**src/rtl/handshake_fifo_break_dvr.sv**
```systemverilog
// Elastic circular-buffer FIFO that registers data, valid and ready; 1-cycle latency, no fall-through.
// Backpressure: ins_ready drops only when full, outs held stable while outs_ready is low.
module handshake_fifo_break_dvr #(
    parameter int DATA_WIDTH = 32,
    parameter int NUM_SLOTS  = 4
) (
    input  logic                             clk,
    input  logic                             rst,
    input  logic [DATA_WIDTH-1:0]            ins,
    input  logic                             ins_valid,
    output logic                             ins_ready,
    output logic [DATA_WIDTH-1:0]            outs,
    output logic                             outs_valid,
    input  logic                             outs_ready,
    output logic [$clog2(NUM_SLOTS+1)-1:0]   count
);

    localparam int PTR_W = $clog2(NUM_SLOTS);
    localparam int CNT_W = $clog2(NUM_SLOTS + 1);
    localparam logic [PTR_W-1:0] LAST_SLOT = PTR_W'(NUM_SLOTS - 1);
    localparam logic [CNT_W-1:0] FULL_CNT  = CNT_W'(NUM_SLOTS);

    logic [DATA_WIDTH-1:0] r_mem [NUM_SLOTS];
    logic [PTR_W-1:0]      r_wr_ptr;
    logic [PTR_W-1:0]      r_rd_ptr;
    logic [CNT_W-1:0]      r_count;

    logic w_push;
    logic w_pop;

    // Handshake outputs decode registered occupancy only, so no input-to-output path exists.
    assign outs_valid = (r_count != '0);
    assign ins_ready  = (r_count != FULL_CNT);
    assign outs       = r_mem[r_rd_ptr];
    assign count      = r_count;

    assign w_push = ins_valid && ins_ready;
    assign w_pop  = outs_valid && outs_ready;

    always_ff @(posedge clk or posedge rst) begin
        if (rst) begin
            for (int i = 0; i < NUM_SLOTS; i++) begin
                r_mem[i] <= '0;
            end
            r_wr_ptr <= '0;
            r_rd_ptr <= '0;
            r_count  <= '0;
        end else begin
            if (w_push) begin
                r_mem[r_wr_ptr] <= ins;
                r_wr_ptr <= (r_wr_ptr == LAST_SLOT) ? '0 : r_wr_ptr + PTR_W'(1);
            end
            if (w_pop) begin
                r_rd_ptr <= (r_rd_ptr == LAST_SLOT) ? '0 : r_rd_ptr + PTR_W'(1);
            end
            case ({w_push, w_pop})
                2'b10:   r_count <= r_count + CNT_W'(1);
                2'b01:   r_count <= r_count - CNT_W'(1);
                default: r_count <= r_count;
            endcase
        end
    end

    // Overflow/underflow guards; the ready/valid gating makes these unreachable.
    a_no_overflow:  assert property (@(posedge clk) disable iff (rst)
                        !(w_push && !w_pop && r_count == FULL_CNT));
    a_no_underflow: assert property (@(posedge clk) disable iff (rst)
                        !(w_pop && r_count == '0));

endmodule

```
**config.mk**
```make
export PLATFORM = sky130hd
export DESIGN_NAME = handshake_fifo_break_dvr
export DESIGN_NICKNAME = d
export VERILOG_FILES = /design/src/rtl/handshake_fifo_break_dvr.sv
export SDC_FILE = /design/constraint.sdc
export NUM_CORES = 1
export LEC_CHECK = 0
export ABC_AREA = 1
export CELL_PAD_IN_SITES_DETAIL_PLACEMENT = 2
export CELL_PAD_IN_SITES_GLOBAL_PLACEMENT = 2
export CORE_UTILIZATION = 34
export DETAILED_ROUTE_END_ITERATION = 16
export PLACE_DENSITY = 0.86
export REMOVE_ABC_BUFFERS = 1
export SLEW_MARGIN = 40
export SYNTH_ARGS = -nofsm -noshare
export SYNTH_HDL_FRONTEND = slang
export SYNTH_SLANG_ARGS = --single-unit
```
**constraint.sdc**
```tcl
create_clock -name clk -period 5.2 [get_ports clk]
set_clock_uncertainty 0.05 [all_clocks]
set_input_delay 1.04 -clock clk [delete_from_list [all_inputs] [get_ports clk]]
set_output_delay 1.04 -clock clk [all_outputs]
set_load 0.02 [all_outputs]
```
==> results.sh, run 1 <==
export IMPL_status="complete, no violations"
export IMPL_cts_max_level=4
export IMPL_place_inst=1138
export IMPL_yosys_warnings=0
export IMPL_grt_start_max_net_pins=84
export IMPL_min_period_ns=3.68
export IMPL_max_slew_margin=0.452
export IMPL_critPathCaptureType="output pin"
export IMPL_drc_errors=0
export IMPL_tns_ns=0
export IMPL_vias_per_cell=5.51
export IMPL_postCtsResizedCells=0
export IMPL_synth_top_cell_area_share=0.493
export IMPL_dpl_worst_slack_ns=1.84
export IMPL_insertion_delay_ns=0.43
export IMPL_row_count=51
export IMPL_final_area_um2=8230
export IMPL_cp_arrival_ns=2.59
export IMPL_fin_nets=936
export IMPL_rsz0062_at_grt="false"
export IMPL_cp_max_fo=46
export IMPL_dieArea_um2=20700
export IMPL_placed_area_um2=7670
export IMPL_portBuffers=72
export IMPL_ys_types=21
export IMPL_post_route_period_util=0.708
export IMPL_synth_top_family_by_area="simple AND/OR/NAND/NOR gates"
export IMPL_drtIter0Drc=355
export IMPL_maxCapViolations=0
export IMPL_drive_above_1_share=0.0564
export IMPL_timing_worst_setup_path_type="reg -> out"
export IMPL_power_leakage_nw=4.10
export IMPL_ys_seq_area_frac=0.493
export IMPL_area_delta_synth_final_pct=20.0
export IMPL_start_util=0.350
export IMPL_power_switching_w=0.00268
export IMPL_cts_root_buf="clkbuf_16"
export IMPL_cts_hold_buffers=0
export IMPL_muxShareOfSynthArea=0
export IMPL_setup_viol=0
export IMPL_post_cts_buffers=0
export IMPL_path_cells="buf_12, buf_4, a21oi_1, o21ai_0, nand2_1, clkdlybuf4s50_1"
export IMPL_grt_pass1_wl_mm=39.0
export IMPL_grt_pass1_vias=7012
export IMPL_die_height_um=144
export IMPL_p_int_w=0.00326
export IMPL_setup_ws_ns=1.52
export IMPL_start_kind="flip-flop"
export IMPL_critPathMaxStageDelay_ns=0.66
export IMPL_power_share_switching=0.451
export IMPL_ant_nets=0
export IMPL_ys_seq_elements=135
export IMPL_worst_slew_pin_slew_ns=0.822
export IMPL_worst_ep_required_time_ns=4.11
export IMPL_hpwl_mm=12.5
export IMPL_pwr_share_comb=0.483
export IMPL_gr_total_overflow=0
export IMPL_fmax_ghz=0.272
export IMPL_syn_inst=868
export IMPL_cts_buffer_depth=2
export IMPL_hold_ws_ns=0.417
export IMPL_core_um2=19600
export IMPL_diodes=0
export IMPL_ios=73
export IMPL_synthAdderAreaFrac=0.0139
export IMPL_drt_wl_total_mm=24.3
export IMPL_die_w_um=144
export IMPL_min_path_type="reg -> reg"
export IMPL_pwr_share_seq=0.327
export IMPL_synth_top_cells_by_area="dfrtp_1 49%, nand2_1 18%, nand4_1 12%, inv_1 4.0%, o211ai_1 3.5%"
export IMPL_synthXorXnorAreaFrac=0.00128
export IMPL_hold_viol=0
export IMPL_synth_compound_area_frac=0.0839
export IMPL_firstDrtPassIters=4
export IMPL_syn_cell_area_um2=6860
export IMPL_syn_avg_cell_area_um2=7.90
export IMPL_yosys_area_share_simple=0.313
export IMPL_cts_sinks=135
export IMPL_grt_usage=0.251
export IMPL_antenna_found_initial=0
export IMPL_path_clk_slew_ns=0.06
export IMPL_routedWlPerCell_um=20.8
export IMPL_yosys_area_top_type="dfrtp_1"
export IMPL_critPathSlowestCell="dfrtp_4"
export IMPL_fin_cells=1169
export IMPL_p_clk_frac=0.190
export IMPL_cts_buffers=17
export IMPL_slew_violations=0
export IMPL_vias=6445
export IMPL_p_per_area_nw_per_um2=721
export IMPL_gp_congestion=0.708
export IMPL_ir_drop_mv=0.301
export IMPL_cts_tree="yes"
-- area by class of cell --
type,count,area [um2]
inverter,74,285
multi-input combinational,581,2870
tap,265,332
fill,2249,11400
clock buffer,27,523
timing repair buffer,84,821
clock inverter,3,15.0
sequential,135,3390
-- state kept, by name, summed over array words and instances, names as in the netlist --
signal	cells
r_rd_ptr	2
r_mem	128
count	3
r_wr_ptr	2
-- cells in the final DEF (no fill, tap or decap) --
cell               n
fa_1               1
inv_8              1
nor2_2             1
nand2_1          334
clkdlybuf4s50_1   71
clkbuf_16         17
dfrtp_1          133
ha_4               1
buf_4             12
or2_2              2
nand3_4            4
clkbuf_1           4
clkbuf_8           6
a21oi_1           32
xnor2_1            1
o21ai_0           33
o21ai_1            2
o211ai_1          32
inv_1             73
nand2_4            1
nand3_1            3
dfrtp_4            2
nand4_1          129
ha_1               5
buf_12             1
clkinv_2           3
-- per-stage QoR --
stage / power (W) / utilization
CTS: 0.00595 / 0.419
detailed placement: 0.00470 / 0.391
global route: 0.00634 / 0.420
finish: 0.00594 / 0.420
floorplan: 0.00345 / -
global placement: 0.00455 / 0.389
-- cells in the mapped netlist --
library cell	instances
a21oi_1	32
buf_1	10
buf_2	41
buf_4	7
buf_6	1
clkbuf_1	19
dfrtp_1	135
fa_1	1
ha_1	6
inv_1	74
nand2_1	334
nand2_4	1
nand3_1	3
nand3_2	4
nand4_1	129
nor2_2	1
o211ai_1	32
o21ai_0	33
o21ai_1	2
or2_2	2
xnor2_1	1
-- final timing paths --
| kind | from | end | slack [ns] | depth (start not counted) |
|---|---|---|---|---|
| worst min register to register | r_mem[14] | r_mem[14] | 0.42 | 2 |
| worst max register to register | count[1] | count[1] | 2.02 | 8 |
| max in group asynchronous | rst | r_mem[57] | 3.16 | 3 |
| min in group asynchronous | rst | r_mem[37] | 1.04 | 2 |
| worst max-delay path | r_rd_ptr[0] | outs[6] | 1.52 | 6 |
| worst min-delay path | r_mem[14] | r_mem[14] | 0.42 | 2 |
-- layer usage --
metal / vias up / wire, um / GRT usage
li1: 2936 / - / -
met1: 3358 / 10800 / 0.319
met2: 121 / 12300 / 0.430
met3: 30 / 845 / 0.0437
met4: 0 / 386 / 0.0840
met5: - / 0 / 0
-- critical path, delay by kind of cell, from the launching register on --
| kind | cells | cell delay [ns] |
|---|---|---|
| AND/OR/NAND/NOR | 1 | 0.09 |
| AO/OA/AOI/OAI | 2 | 0.23 |
| flip-flops | 1 | 0.66 |
| buffers and inverters | 3 | 1.16 |
-- cell families after synthesis --
kind of cell / after synthesis
XOR/XNOR: 1
flip-flops: 135
buffers and inverters: 152
adder cells (fa/ha/maj): 7
AO/OA/AOI/OAI: 99
AND/OR/NAND/NOR: 474
-- power by group through the flow --
stage,Sequential [W],Combinational [W],Clock (W)
after floorplan,0.00188,0.00157,0
after global placement,0.00193,0.00262,0
after detailed placement,0.00197,0.00274,0
after CTS,0.00198,0.00283,0.00114
after global routing,0.00200,0.00316,0.00118
final,0.00194,0.00287,0.00113
Note: power is estimated with default switching activity, not from simulation.
==> run 2: changes to the inputs <==
--- a/config.mk
+++ b/config.mk
@@ -8,9 +8,9 @@
 export ABC_AREA = 1
 export CELL_PAD_IN_SITES_DETAIL_PLACEMENT = 2
 export CELL_PAD_IN_SITES_GLOBAL_PLACEMENT = 2
-export CORE_UTILIZATION = 34
+export CORE_UTILIZATION = 30
 export DETAILED_ROUTE_END_ITERATION = 16
-export PLACE_DENSITY = 0.86
+export PLACE_DENSITY = 0.8
 export REMOVE_ABC_BUFFERS = 1
 export SLEW_MARGIN = 40
 export SYNTH_ARGS = -nofsm -noshare
==> constraint.sdc (replaced) <==
create_clock -name clk -period 3.1 [get_ports clk]
set_clock_uncertainty 0.05 [all_clocks]
set_input_delay 0.62 -clock clk [delete_from_list [all_inputs] [get_ports clk]]
set_output_delay 0.62 -clock clk [all_outputs]
set_load 0.02 [all_outputs]
==> run 2 against run 1 <==
Effect of this change:
- non-clock buffer count up 10
- critical path depth is 1 lower
- routed wire length decreased by 4.9%
- sequential power rose by 61%
- register-to-register slack got worse by 1.3 ns
- via count down 2.2%
- hold slack improved by 0.0011 ns
- global-route usage shrank 4.3 points
- design area up 1.3%
- combinational power up 71%
- largest power group unchanged
==> results.sh, run 2 (synthesized netlist as in run 1, its figures left out) <==
export IMPL_row_count=54
export IMPL_hpwl_mm=13.9
export IMPL_cts_max_level=4
export IMPL_insertion_delay_ns=0.42
export IMPL_area_delta_synth_final_pct=21.6
export IMPL_status="complete, no violations"
export IMPL_die_w_um=153
export IMPL_gr_total_overflow=0
export IMPL_multiInputGateArea_um2=2840
export IMPL_cts_sinks=135
export IMPL_rsz0062_at_grt="false"
export IMPL_grt_pass1_vias=7084
export IMPL_cts_buffers=17
export IMPL_routedWlPerCell_um=19.4
export IMPL_vias_per_cell=5.28
export IMPL_cp_top_family="buffers and inverters"
export IMPL_cp_arrival_ns=2.29
export IMPL_cts_root_buf="clkbuf_16"
export IMPL_critPathSlowestCell="dfrtp_4"
export IMPL_p_per_area_nw_per_um2=1180
export IMPL_diodes=0
export IMPL_cts_buffer_depth=2
export IMPL_gp_congestion=0.716
export IMPL_maxCapViolations=0
export IMPL_post_route_period_util=0.954
export IMPL_critPathMaxStageDelay_ns=0.63
export IMPL_drive_above_1_share=0.0667
export IMPL_min_path_type="reg -> reg"
export IMPL_place_inst=1163
export IMPL_hold_viol=0
export IMPL_dieArea_um2=23500
export IMPL_largest_reg_flops=128
export IMPL_min_period_ns=2.96
export IMPL_portBuffers=72
export IMPL_ir_drop_mv=0.413
export IMPL_core_um2=22100
export IMPL_ios=73
export IMPL_final_cell_mix="334 x nand2_1, 133 x dfrtp_1, 129 x nand4_1"
export IMPL_ff_latch_area_um2=3380
export IMPL_grt_usage=0.208
export IMPL_start_kind="flip-flop"
export IMPL_timing_worst_setup_path_type="reg -> out"
export IMPL_setup_ws_ns=0.143
export IMPL_antenna_found_initial=0
export IMPL_dpl_worst_slack_ns=0.539
export IMPL_worst_slew_pin_slew_ns=0.655
export IMPL_worst_ep_required_time_ns=2.43
export IMPL_drtIter0Drc=289
export IMPL_power_total_w=0.00986
export IMPL_drt_wl_total_mm=23.1
export IMPL_die_height_um=153
export IMPL_timing_critical_path_buf_inv=2
export IMPL_fin_cells=1194
export IMPL_postCtsResizedCells=0
export IMPL_start_util=0.310
export IMPL_firstDrtPassIters=4
export IMPL_grt_pass1_wl_mm=38.1
export IMPL_layout_commonest_cell="nand2_1"
export IMPL_fmax_ghz=0.338
export IMPL_drc_errors=0
export IMPL_power_leakage_nw=4.16
export IMPL_cts_tree="yes"
export IMPL_grt_start_max_net_pins=59
export IMPL_max_slew_margin=0.564
export IMPL_path_clk_slew_ns=0.06
export IMPL_cp_max_fo=43
export IMPL_path_cells="buf_12, a21oi_1, o21ai_0, nand2_1, clkdlybuf4s50_1"
export IMPL_fin_nets=946
export IMPL_top_register="r_mem"
export IMPL_fillers=2480
export IMPL_ant_nets=0
export IMPL_hold_ws_ns=0.418
export IMPL_setup_viol=0
export IMPL_slew_violations=0
export IMPL_critPathCaptureType="output pin"
export IMPL_vias=6302
==> run 2: changes by cell type in the layout (fill, tap and decap cells not counted), moves of 2 or more <==
cell,before,now
buf_4,12,16
clkbuf_8,6,4
buf_12,1,6
ha_2,0,2
nand3_2,0,3
nand3_4,4,1
==> run 2: metal layers <==
layer / vias up / track usage / wire length (um)
met3: 23 / 0.0323 / 495
met5: - / 0 / 0
met2: 92 / 0.373 / 11900
li1: 2953 / - / -
met4: 0 / 0.0568 / 313
met1: 3234 / 0.257 / 10400
==> run 2: path summary, 6_finish.rpt <==
check                            startpoint    endpoint  slack [ns]  cells after the start
worst max-delay path            r_rd_ptr[0]    outs[14]        0.14                      5
worst min-delay path             r_mem[101]  r_mem[101]        0.42                      2
worst max register to register     count[0]  r_mem[105]        0.71                      7
worst min register to register   r_mem[101]  r_mem[101]        0.42                      2
max in group asynchronous               rst   r_mem[54]        1.75                      3
min in group asynchronous               rst   r_mem[61]        0.58                      2
==> run 2: power breakdown <==
group | total (W) | internal (W) | switching [W]
clock | 0.00183 | 0.00109 | 0.000739
combinational | 0.00490 | 0.00183 | 0.00306
sequential | 0.00313 | 0.00258 | 0.000550
total | 0.00986 | 0.00551 | 0.00435
==> run 2: cell type report <==
class                      instances  area share
clock buffer                      26      0.0599
clock inverter                     4     0.00240
inverter                          74      0.0339
multi-input combinational        581       0.340
sequential                       135       0.406
tap                              280      0.0420
timing repair buffer              94       0.116
==> run 2: timing repair <==
action / CTS / global route
endpoints found under the setup margin: 0 / 7
setup buffers: 0 / 1
hold buffers: 0 / 0
==> run 2: worst register-to-register path, delay by kind of cell, from the launching register on <==
kind	cells	cell delay, ns
buf+inv	2	0.84
simple gates	5	0.95
flops	1	0.44
==> run 2: through the flow <==
| step | area (um2) | utilization | setup TNS, ns |
|---|---|---|---|
| 6_report | 8340 | 0.377 | 0 |
| 4_1_cts | 8320 | 0.376 | 0 |
| 3_5_place_dp | 7800 | 0.353 | 0 |
| 2_1_floorplan | 6480 | - | -165.78 |
| 3_3_place_gp | 7800 | 0.353 | 0 |
| 5_1_grt | 8340 | 0.377 | 0 |
